$ cat src/rtl/scanner_buffer_unit_if.sv
// Station/scanner bus bundle: command, sample input, transfer handshake and status.
interface scanner_buffer_unit_if #(
    parameter int unsigned DATA_W = 8,
    parameter int unsigned LVL_W  = 4
);
    logic [1:0]        cmd;
    logic [DATA_W-1:0] sample_in;
    logic              sample_valid;
    logic              xfer_ready;
    logic              xfer_valid;
    logic [DATA_W-1:0] xfer_data;
    logic              ready_xfer;
    logic              near_full;
    logic              done;
    logic              overflow;
    logic [LVL_W-1:0]  level;
    logic [2:0]        state;

    // Station/sensor side: drives commands and samples, consumes buffered data.
    modport master (
        output cmd, sample_in, sample_valid, xfer_ready,
        input  xfer_valid, xfer_data, ready_xfer, near_full, done, overflow, level, state
    );

    // Scanner buffer side.
    modport slave (
        input  cmd, sample_in, sample_valid, xfer_ready,
        output xfer_valid, xfer_data, ready_xfer, near_full, done, overflow, level, state
    );
endinterface

$ cat src/rtl/scanner_buffer_unit.sv
// Scanner-side circular sample buffer: collects samples, reports fill status,
// streams them to the station over valid/ready or discards them on flush.
module scanner_buffer_unit #(
    parameter int unsigned DEPTH     = 10,
    parameter int unsigned DATA_W    = 8,
    parameter int unsigned READY_LVL = 5,
    parameter int unsigned NEAR_LVL  = 8,
    parameter int unsigned LVL_W     = 4
) (
    input  logic                 clk,
    input  logic                 rst,
    scanner_buffer_unit_if.slave bus
);
    localparam int unsigned PTR_W = (DEPTH > 1) ? $clog2(DEPTH) : 1;

    localparam logic [2:0] ST_LOW_POWER = 3'd0;
    localparam logic [2:0] ST_COLLECT   = 3'd1;
    localparam logic [2:0] ST_IDLE      = 3'd2;
    localparam logic [2:0] ST_TRANSFER  = 3'd3;
    localparam logic [2:0] ST_FLUSH     = 3'd4;

    localparam logic [1:0] CMD_START = 2'b01;
    localparam logic [1:0] CMD_XFER  = 2'b10;
    localparam logic [1:0] CMD_FLUSH = 2'b11;

    logic [2:0]        state_q,    state_d;
    logic [LVL_W-1:0]  level_q,    level_d;
    logic [PTR_W-1:0]  wr_ptr_q,   wr_ptr_d;
    logic [PTR_W-1:0]  rd_ptr_q,   rd_ptr_d;
    logic              done_q,     done_d;
    logic              overflow_q, overflow_d;
    logic [DATA_W-1:0] buf_q [DEPTH];

    logic wr_en;
    logic xfer_valid;
    logic accept;
    logic do_flush;

    // Pointer advance with an exact wrap at DEPTH (no power-of-2 assumption).
    function automatic logic [PTR_W-1:0] ptr_inc(input logic [PTR_W-1:0] p);
        return (p == PTR_W'(DEPTH - 1)) ? '0 : p + 1'b1;
    endfunction

    assign xfer_valid = (state_q == ST_TRANSFER) && (level_q != '0);
    assign accept     = xfer_valid && bus.xfer_ready;
    assign do_flush   = (bus.cmd == CMD_FLUSH) &&
                        ((state_q == ST_COLLECT) || (state_q == ST_IDLE) ||
                         (state_q == ST_TRANSFER));

    // Next-state, pointer, level and status-flag computation.
    always_comb begin
        state_d    = state_q;
        level_d    = level_q;
        wr_ptr_d   = wr_ptr_q;
        rd_ptr_d   = rd_ptr_q;
        overflow_d = overflow_q;
        done_d     = 1'b0;
        wr_en      = 1'b0;

        if (state_q == ST_IDLE && bus.sample_valid) begin
            overflow_d = 1'b1;
        end

        // Flush takes priority over any same-cycle write or accept.
        if (do_flush) begin
            state_d  = ST_FLUSH;
            level_d  = '0;
            wr_ptr_d = '0;
            rd_ptr_d = '0;
        end else begin
            case (state_q)
                ST_LOW_POWER: begin
                    if (bus.cmd == CMD_START) begin
                        state_d    = ST_COLLECT;
                        overflow_d = 1'b0;
                    end
                end
                ST_COLLECT: begin
                    if (bus.sample_valid) begin
                        wr_en    = 1'b1;
                        wr_ptr_d = ptr_inc(wr_ptr_q);
                        level_d  = level_q + 1'b1;
                        if (level_q == LVL_W'(DEPTH - 1)) begin
                            done_d  = 1'b1;
                            state_d = ST_IDLE;
                        end
                    end
                    // An eligible transfer request wins over the fill-to-idle move.
                    if (bus.cmd == CMD_XFER && level_q >= LVL_W'(READY_LVL)) begin
                        state_d = ST_TRANSFER;
                    end
                end
                ST_IDLE: begin
                    if (bus.cmd == CMD_XFER) begin
                        state_d = ST_TRANSFER;
                    end
                end
                ST_TRANSFER: begin
                    if (accept) begin
                        rd_ptr_d = ptr_inc(rd_ptr_q);
                        level_d  = level_q - 1'b1;
                        if (level_q == LVL_W'(1)) begin
                            state_d = ST_LOW_POWER;
                        end
                    end else if (level_q == '0) begin
                        state_d = ST_LOW_POWER;
                    end
                end
                ST_FLUSH: begin
                    state_d = ST_LOW_POWER;
                end
                default: begin
                    state_d = ST_LOW_POWER;
                end
            endcase
        end
    end

    // Control registers with synchronous active-high reset.
    always_ff @(posedge clk) begin
        if (rst) begin
            state_q    <= ST_LOW_POWER;
            level_q    <= '0;
            wr_ptr_q   <= '0;
            rd_ptr_q   <= '0;
            done_q     <= 1'b0;
            overflow_q <= 1'b0;
        end else begin
            state_q    <= state_d;
            level_q    <= level_d;
            wr_ptr_q   <= wr_ptr_d;
            rd_ptr_q   <= rd_ptr_d;
            done_q     <= done_d;
            overflow_q <= overflow_d;
        end
    end

    // Sample storage; contents are only observable through the read pointer.
    always_ff @(posedge clk) begin
        if (wr_en) begin
            buf_q[wr_ptr_q] <= bus.sample_in;
        end
    end

    assign bus.xfer_valid = xfer_valid;
    assign bus.xfer_data  = xfer_valid ? buf_q[rd_ptr_q] : '0;
    assign bus.ready_xfer = (level_q >= LVL_W'(READY_LVL));
    assign bus.near_full  = (level_q >= LVL_W'(NEAR_LVL));
    assign bus.done       = done_q;
    assign bus.overflow   = overflow_q;
    assign bus.level      = level_q;
    assign bus.state      = state_q;
endmodule

$ cat src/flat_wrapper.sv
// flat-port wrapper written by rule: the top's interface ports become plain ports
module scanner_buffer_unit_flat 
#(
    parameter int unsigned DEPTH     = 10,
    parameter int unsigned DATA_W    = 8,
    parameter int unsigned READY_LVL = 5,
    parameter int unsigned NEAR_LVL  = 8,
    parameter int unsigned LVL_W     = 4
)
  (clk, rst, bus_cmd, bus_sample_in, bus_sample_valid, bus_xfer_ready, bus_xfer_valid, bus_xfer_data, bus_ready_xfer, bus_near_full, bus_done, bus_overflow, bus_level, bus_state);
  scanner_buffer_unit_if #(.DATA_W(DATA_W), .LVL_W(LVL_W)) bus_i ();
  input  logic clk;
  input  logic rst;
  input wire logic [$bits(bus_i.cmd)-1:0] bus_cmd;
  input wire logic [$bits(bus_i.sample_in)-1:0] bus_sample_in;
  input wire logic [$bits(bus_i.sample_valid)-1:0] bus_sample_valid;
  input wire logic [$bits(bus_i.xfer_ready)-1:0] bus_xfer_ready;
  output wire logic [$bits(bus_i.xfer_valid)-1:0] bus_xfer_valid;
  output wire logic [$bits(bus_i.xfer_data)-1:0] bus_xfer_data;
  output wire logic [$bits(bus_i.ready_xfer)-1:0] bus_ready_xfer;
  output wire logic [$bits(bus_i.near_full)-1:0] bus_near_full;
  output wire logic [$bits(bus_i.done)-1:0] bus_done;
  output wire logic [$bits(bus_i.overflow)-1:0] bus_overflow;
  output wire logic [$bits(bus_i.level)-1:0] bus_level;
  output wire logic [$bits(bus_i.state)-1:0] bus_state;
  assign bus_i.cmd = bus_cmd;
  assign bus_i.sample_in = bus_sample_in;
  assign bus_i.sample_valid = bus_sample_valid;
  assign bus_i.xfer_ready = bus_xfer_ready;
  assign bus_xfer_valid = bus_i.xfer_valid;
  assign bus_xfer_data = bus_i.xfer_data;
  assign bus_ready_xfer = bus_i.ready_xfer;
  assign bus_near_full = bus_i.near_full;
  assign bus_done = bus_i.done;
  assign bus_overflow = bus_i.overflow;
  assign bus_level = bus_i.level;
  assign bus_state = bus_i.state;
  scanner_buffer_unit #(.DEPTH(DEPTH), .DATA_W(DATA_W), .READY_LVL(READY_LVL), .NEAR_LVL(NEAR_LVL), .LVL_W(LVL_W)) u_core (.clk(clk), .rst(rst), .bus(bus_i));
endmodule
$ cat config.mk
export PLATFORM = sky130hd
export DESIGN_NAME = scanner_buffer_unit_flat
export DESIGN_NICKNAME = d
export VERILOG_FILES = /design/src/rtl/scanner_buffer_unit_if.sv /design/src/rtl/scanner_buffer_unit.sv /design/src/flat_wrapper.sv
export SDC_FILE = /design/constraint.sdc
export NUM_CORES = 1
export LEC_CHECK = 0
export BUFFER_PORTS_ARGS = -buffer_cell sky130_fd_sc_hd__buf_2
export CORE_MARGIN = 1.5
export CORE_UTILIZATION = 64
export DETAILED_ROUTE_END_ITERATION = 8
export MAX_ROUTING_LAYER = met4
export PLACE_DENSITY = 0.84
export SLEW_MARGIN = 5
export SYNTH_ARGS = -nofsm -noshare
export SYNTH_HDL_FRONTEND = slang
export SYNTH_SLANG_ARGS = --single-unit
$ cat constraint.sdc
create_clock -name clk -period 4.5 [get_ports clk]
set_clock_uncertainty 0.2 [all_clocks]
set_input_delay 0.9 -clock clk [delete_from_list [all_inputs] [get_ports clk]]
set_output_delay 0.9 -clock clk [all_outputs]
set_load 0.01 [all_outputs]
Word level (Yosys, flattened, before mapping)
Memories as Yosys holds them, arrays and structs flattened. A register that Yosys moved wholly into a read port is not among the register bits. Index checks and enable logic that the tools add are counted.

Logic and storage cells: 86. Register bits: 17. RAM bits: 80. Input port bits: 14. Output and inout bits: 20. Memories kept: 1.

Memory list: u_core.buf_q (depth 10, bits a word 8, read ports 1, clocked after Yosys merged registers in 1, wr ports 1, RTL line scanner_buffer_unit.sv:32) `logic [DATA_W-1:0] buf_q [DEPTH];`.

Multiplexer cells: 28. Bitwise gates (word level): 2. Order comparisons: 2. Eq/ne operators: 24. Reduce and logical (&&, ||, !) cells: 18. Add/sub/neg operators: 4.

Operators with widths (number): 2-to-1 mux 3 bit (9); 2-to-1 mux 4 bit (6); adder 4 x 1 -> 4 bit (second input constant) (3); == test 4 bit (second input constant) (3); case mux 3 bit (4 select lines) (1); AND reduction 6 bit (2); 2-to-1 mux 1 bit (10); inequality test 3 bit (second input constant) (3); 2-to-1 mux 8 bit (1); inequality test 4 x 3 -> 1 bit (second input constant) (2); case mux 4 bit (2 select lines) (1); == test 3 x 2 -> 1 bit (second input constant) (2); inequality test 3 x 2 -> 1 bit (second input constant) (2); logical AND 1 bit (5); == test 2 bit (second input constant) (2); == test 4 x 1 -> 1 bit (second input constant) (1); greater-or-equal comparator 4 x 3 -> 1 bit (second input constant) (1); greater-or-equal comparator 4 bit (second input constant) (1); zero test 4 bit (1); inequality test 2 x 1 -> 1 bit (second input constant) (2); inequality test 2 bit (second input constant) (2); inequality test 4 x 2 -> 1 bit (second input constant) (1); inequality test 4 bit (second input constant) (1); AND reduction 2 bit (2); 12 further kinds (14).

Depth between registers and ports, before layout
Depth after elaboration: 7. Gate-level depth with buffers: 6. Mapped depth without buffers: 6.

Worst setup path before layout
Ideal clock, no wire load.

Path kind: input -> register. Start: in bus_sample_valid. End: mem u_core.buf_q[5][0] (enable). Path slack: 1.612 ns. Data required time: 3.902 ns. Arrival time: 2.290 ns. Cell stages on the path: 4. Buffers on the path: 1. Library setup time: 0.398 ns. Cell sequence: and4bb_1 buf_4 nand2_2 nor4b_1.

Cells in the longest elaborated chain, start to end: 5.

Ends and longest elaborated chain: start: declaration (RTL line flat_wrapper.sv:16) `input wire logic [$bits(bus_i.sample_valid)-1:0] bus_sample_valid;`; 2-to-1 mux 1 bit (RTL line scanner_buffer_unit.sv:79) `if (bus.sample_valid) begin`; 2-to-1 mux 1 bit (RTL line scanner_buffer_unit.sv:71) `case (state_q)`; 2-to-1 mux 1 bit (RTL line scanner_buffer_unit.sv:65) `if (do_flush) begin`; 2-to-1 mux 1 bit (RTL line scanner_buffer_unit.sv:140) `if (wr_en) begin`; 2-to-1 mux 1 bit (implied by the code) (RTL line scanner_buffer_unit.sv:141) `buf_q[wr_ptr_q] <= bus.sample_in;`; end: declaration (RTL line scanner_buffer_unit.sv:32).

Every way passes these cells.

==> key figures <==
Cells and area
  • Final Core Density: 0.734
  • Nets: 328
  • Area occupied by multi-input gates: 1320 µm²
  • Share of cells above drive strength 1: 0.257
  • Inserted Diodes: 0
  • Layout area overhead: 10.1%
  • Non-Filler Instances: 392
  • Register Area: 2820 µm²
  • Filler cells: 395

Die
  • Row cnt: 29
  • Die width: 84.6 µm
  • Die area: 7150 µm²
  • Core area: 6390 µm²
  • # IOs: 34
  • Chip height: 84.6 µm
  • Initial Utilization: 0.667

Worst hold path
  • Worst hold path class: flip-flop to flip-flop
  • Worst hold path cell count: 2
  • Min-delay src: u_core.rd_ptr_q[3]
  • Hold endpoint: u_core.rd_ptr_q[3]

Pwr
  • Maximum vdd drop: 0.000393 V
  • Pwr Density: 348 nW/µm²
  • Sequential power share: 0.623
  • Leak Pwr: 1.58 nW
  • Int Pwr: 0.00126 W
  • Comb power frac: 0.039
  • Clock power frac: 0.338
  • Net Sw Power: 0.000377 W
  • Switching portion of total power: 0.231

Critical path
  • CP Max Fanout: 24
  • Worst Setup End Kind: output pin
  • R2R cell count: 4
  • Crit path arrival time: 2.33 ns
  • R2R Path Start: u_core.bus.state[1]
  • Critical setup path kind: flip-flop to output pin
  • R2R Setup Slk: 1.87 ns
  • Critical R2R Capture: u_core.buf_q[4][5]
  • Critical Path RT: 3.40 ns
  • Startpoint Class: flip-flop

Synthesis
  • #FFs+latches synth: 101
  • Async S/R FF share, synth: 0
  • Yosys Warn Count: 0
  • Most used DFF post-synth: edfxtp_1
  • Post-synth top area share: 0.564
  • Synth Area per Inst: 15.4 µm²
  • Syn nets: 295
  • Number of synthesized flops with an enable pin: 80
  • Post-Synthesis Cells: 277
  • Count of cell types in the netlist: 49
  • Post-Syn Area: 4260 µm²
  • Area leader, netlist: edfxtp_1
  • Sequential area share after synthesis: 0.663
  • Largest cells by area after synthesis: edfxtp_1, dfxtp_1, mux4_2

Placement
  • Placement Setup Slack: 1.37 ns
  • I/O Buffers: 33
  • Placed cells: 376
  • Hpwl dp: 5070 µm
  • RD Place Congestion: 0.859

Clock network
  • Root Buffer: clkbuf_8
  • Clk Latency, worst-skew pair: 0.35 ns
  • Sinks on Clock Net: 101
  • Max H-tree Level: 3
  • Clock Tree Buf Depth: 2
  • Clock buffer count from CTS: 9
  • # resized after CTS: 0
  • Hold-fix buffers, CTS: 0
  • TritonCTS clock tree: built
  • Post-CTS setup buffer count: 0
  • Clock slew at reported path FFs: 0.10 ns

Detailed routing
  • Post-DR wirelength/cell: 19.2 µm
  • Post-DR vias/cell: 6.11
  • Vias: 2,394
  • Total Routed Length: 7550 µm
  • Post-DRT Antenna Nets: 0
  • DRT iter0 DRCs: 235
  • DRT Pass-1 Iters: 4
  • # DRC: 0

Global routing
  • First-pass GRT wire length: 12,200 µm
  • Global Route Usage Sum: 0.237
  • Vias in the first global route: 2,355
  • Congestion Overflow GR: 0
  • Initial antenna violation count: 0
  • Largest net degree at the start of global routing: 25

STA
  • Fmax: 292 MHz
  • Post-layout min period: 3.43 ns
  • RSZ-0062 raised after global routing: no
  • Final Slew Violations: 0
  • Slew margin rel.: 0.345
  • Final period util: 0.762
  • Worst-Margin Slew: 0.979 ns
  • Setup-failing EPs final: 0
  • Setup WS post-layout: 1.07 ns
  • Setup TNS: 0 ns
  • Fin. Hold Viols: 0

Job
  • Max cap viols: 0

Status
  • Status: finished, final reports clean
## state kept, by name, indices dropped and copies added (netlist names), named ones only
signal	cells
u_core.bus.done	1
u_core.bus.state	3
u_core.bus.overflow	1
u_core.buf_q	80
u_core.wr_ptr_q	4
u_core.rd_ptr_q	4
u_core.bus.level	4
## synthesized netlist by cell type (3+ instances only)
library cell  number
or3_1              5
mux2i_1           10
nand2_1            7
mux4_2            16
ha_1               4
clkbuf_1           7
dfxtp_1           21
o21ai_0            4
xor2_1             3
edfxtp_1          80
nand2b_1           5
a211oi_2           4
nor2_1            16
a211oi_1          15
xnor2_1            3
nor3b_1            3
buf_2              6
a21oi_1            8
nor2b_1           11
nand3_1            3
inv_1              6
nor3_1             6
## worst max-delay path by stage
| stage | from | cells past startpoint | end | slack [ns] |
|---|---|---|---|---|
| 6_report | flip-flop | 6 | bus_xfer_data[0] | 1.07 |
| 3_3_place_gp | bus_sample_valid | 5 | u_core.buf_q[4][1] | 1.41 |
| 5_1_grt | flip-flop | 6 | bus_xfer_data[0] | 0.91 |
| 2_1_floorplan | bus_sample_valid | 4 | u_core.buf_q[5][0] | 1.61 |
| 4_1_cts | flip-flop | 6 | bus_xfer_data[0] | 1.03 |
| 3_5_place_dp | bus_sample_valid | 5 | u_core.buf_q[4][1] | 1.37 |
## final cells by class
| cell class | count | area share |
|---|---|---|
| Clock buffer | 9 | 0.0264 |
| Clock inverter | 7 | 0.0174 |
| Inverter | 6 | 0.00481 |
| Multi-Input combinational cell | 152 | 0.282 |
| Sequential cell | 101 | 0.602 |
| Tap cell | 77 | 0.0206 |
| Timing Repair Buffer | 40 | 0.0464 |
## layer usage
metal  GRT usage  share of wire
met3      0.0442          0.072
met4      0.0806         0.0080
met5           -              0
met2       0.338           0.48
met1       0.352           0.44
## worst max-delay path, stage by stage, from the launching register on
cell and delay, ns:
dfxtp_1 0.32, buf_4 0.39, mux4_2 0.61, nor2b_1 0.16, a211oi_1 0.23, a211oi_1 0.07, buf_2 0.17
## through the flow
step | hold slack [ns] | total power (W) | instance area, µm²
2_1_floorplan | 0.267 | 0.00107 | 4260
3_3_place_gp | 0.298 | 0.00110 | 4480
3_5_place_dp | 0.320 | 0.00110 | 4480
4_1_cts | 0.338 | 0.00164 | 4690
5_1_grt | 0.362 | 0.00169 | 4690
6_report | 0.338 | 0.00163 | 4690
## cell families (layout without fill, tap and decap cells)
kind of cell / after synthesis / in the layout / share of synthesized area
muxes: 26 / 26 / 0.108
buffers and inverters: 24 / 62 / 0.0294
adders and majority gates: 4 / 4 / 0.0118
and+or+nand+nor: 74 / 74 / 0.100
AOI/OAI and AO/OA: 42 / 42 / 0.0752
DFF: 101 / 101 / 0.663
xor gates and xnor gates: 6 / 6 / 0.0123
## power by group through the flow
stage	Clock, W	Combinational, W	Sequential, W
2_1_floorplan	0	0.0000393	0.00104
3_3_place_gp	0	0.0000605	0.00104
3_5_place_dp	0	0.0000631	0.00104
4_1_cts	0.000562	0.0000633	0.00102
5_1_grt	0.000602	0.0000719	0.00102
6_report	0.000552	0.0000636	0.00102
## placed cells by master (no fill, tap or decap), types with 6 or more instances in the layout
cell type,Yosys,final
nand2_1,7,7
a211oi_1,15,15
mux4_2,16,16
nor3_1,6,6
buf_4,1,7
nor2b_1,11,11
mux2i_1,10,10
a21oi_1,8,8
edfxtp_1,80,80
nor2_1,16,16
buf_2,6,33
clkbuf_8,0,9
inv_1,6,6
dfxtp_1,21,21
No activity file was read; power rests on OpenSTA's default activity.
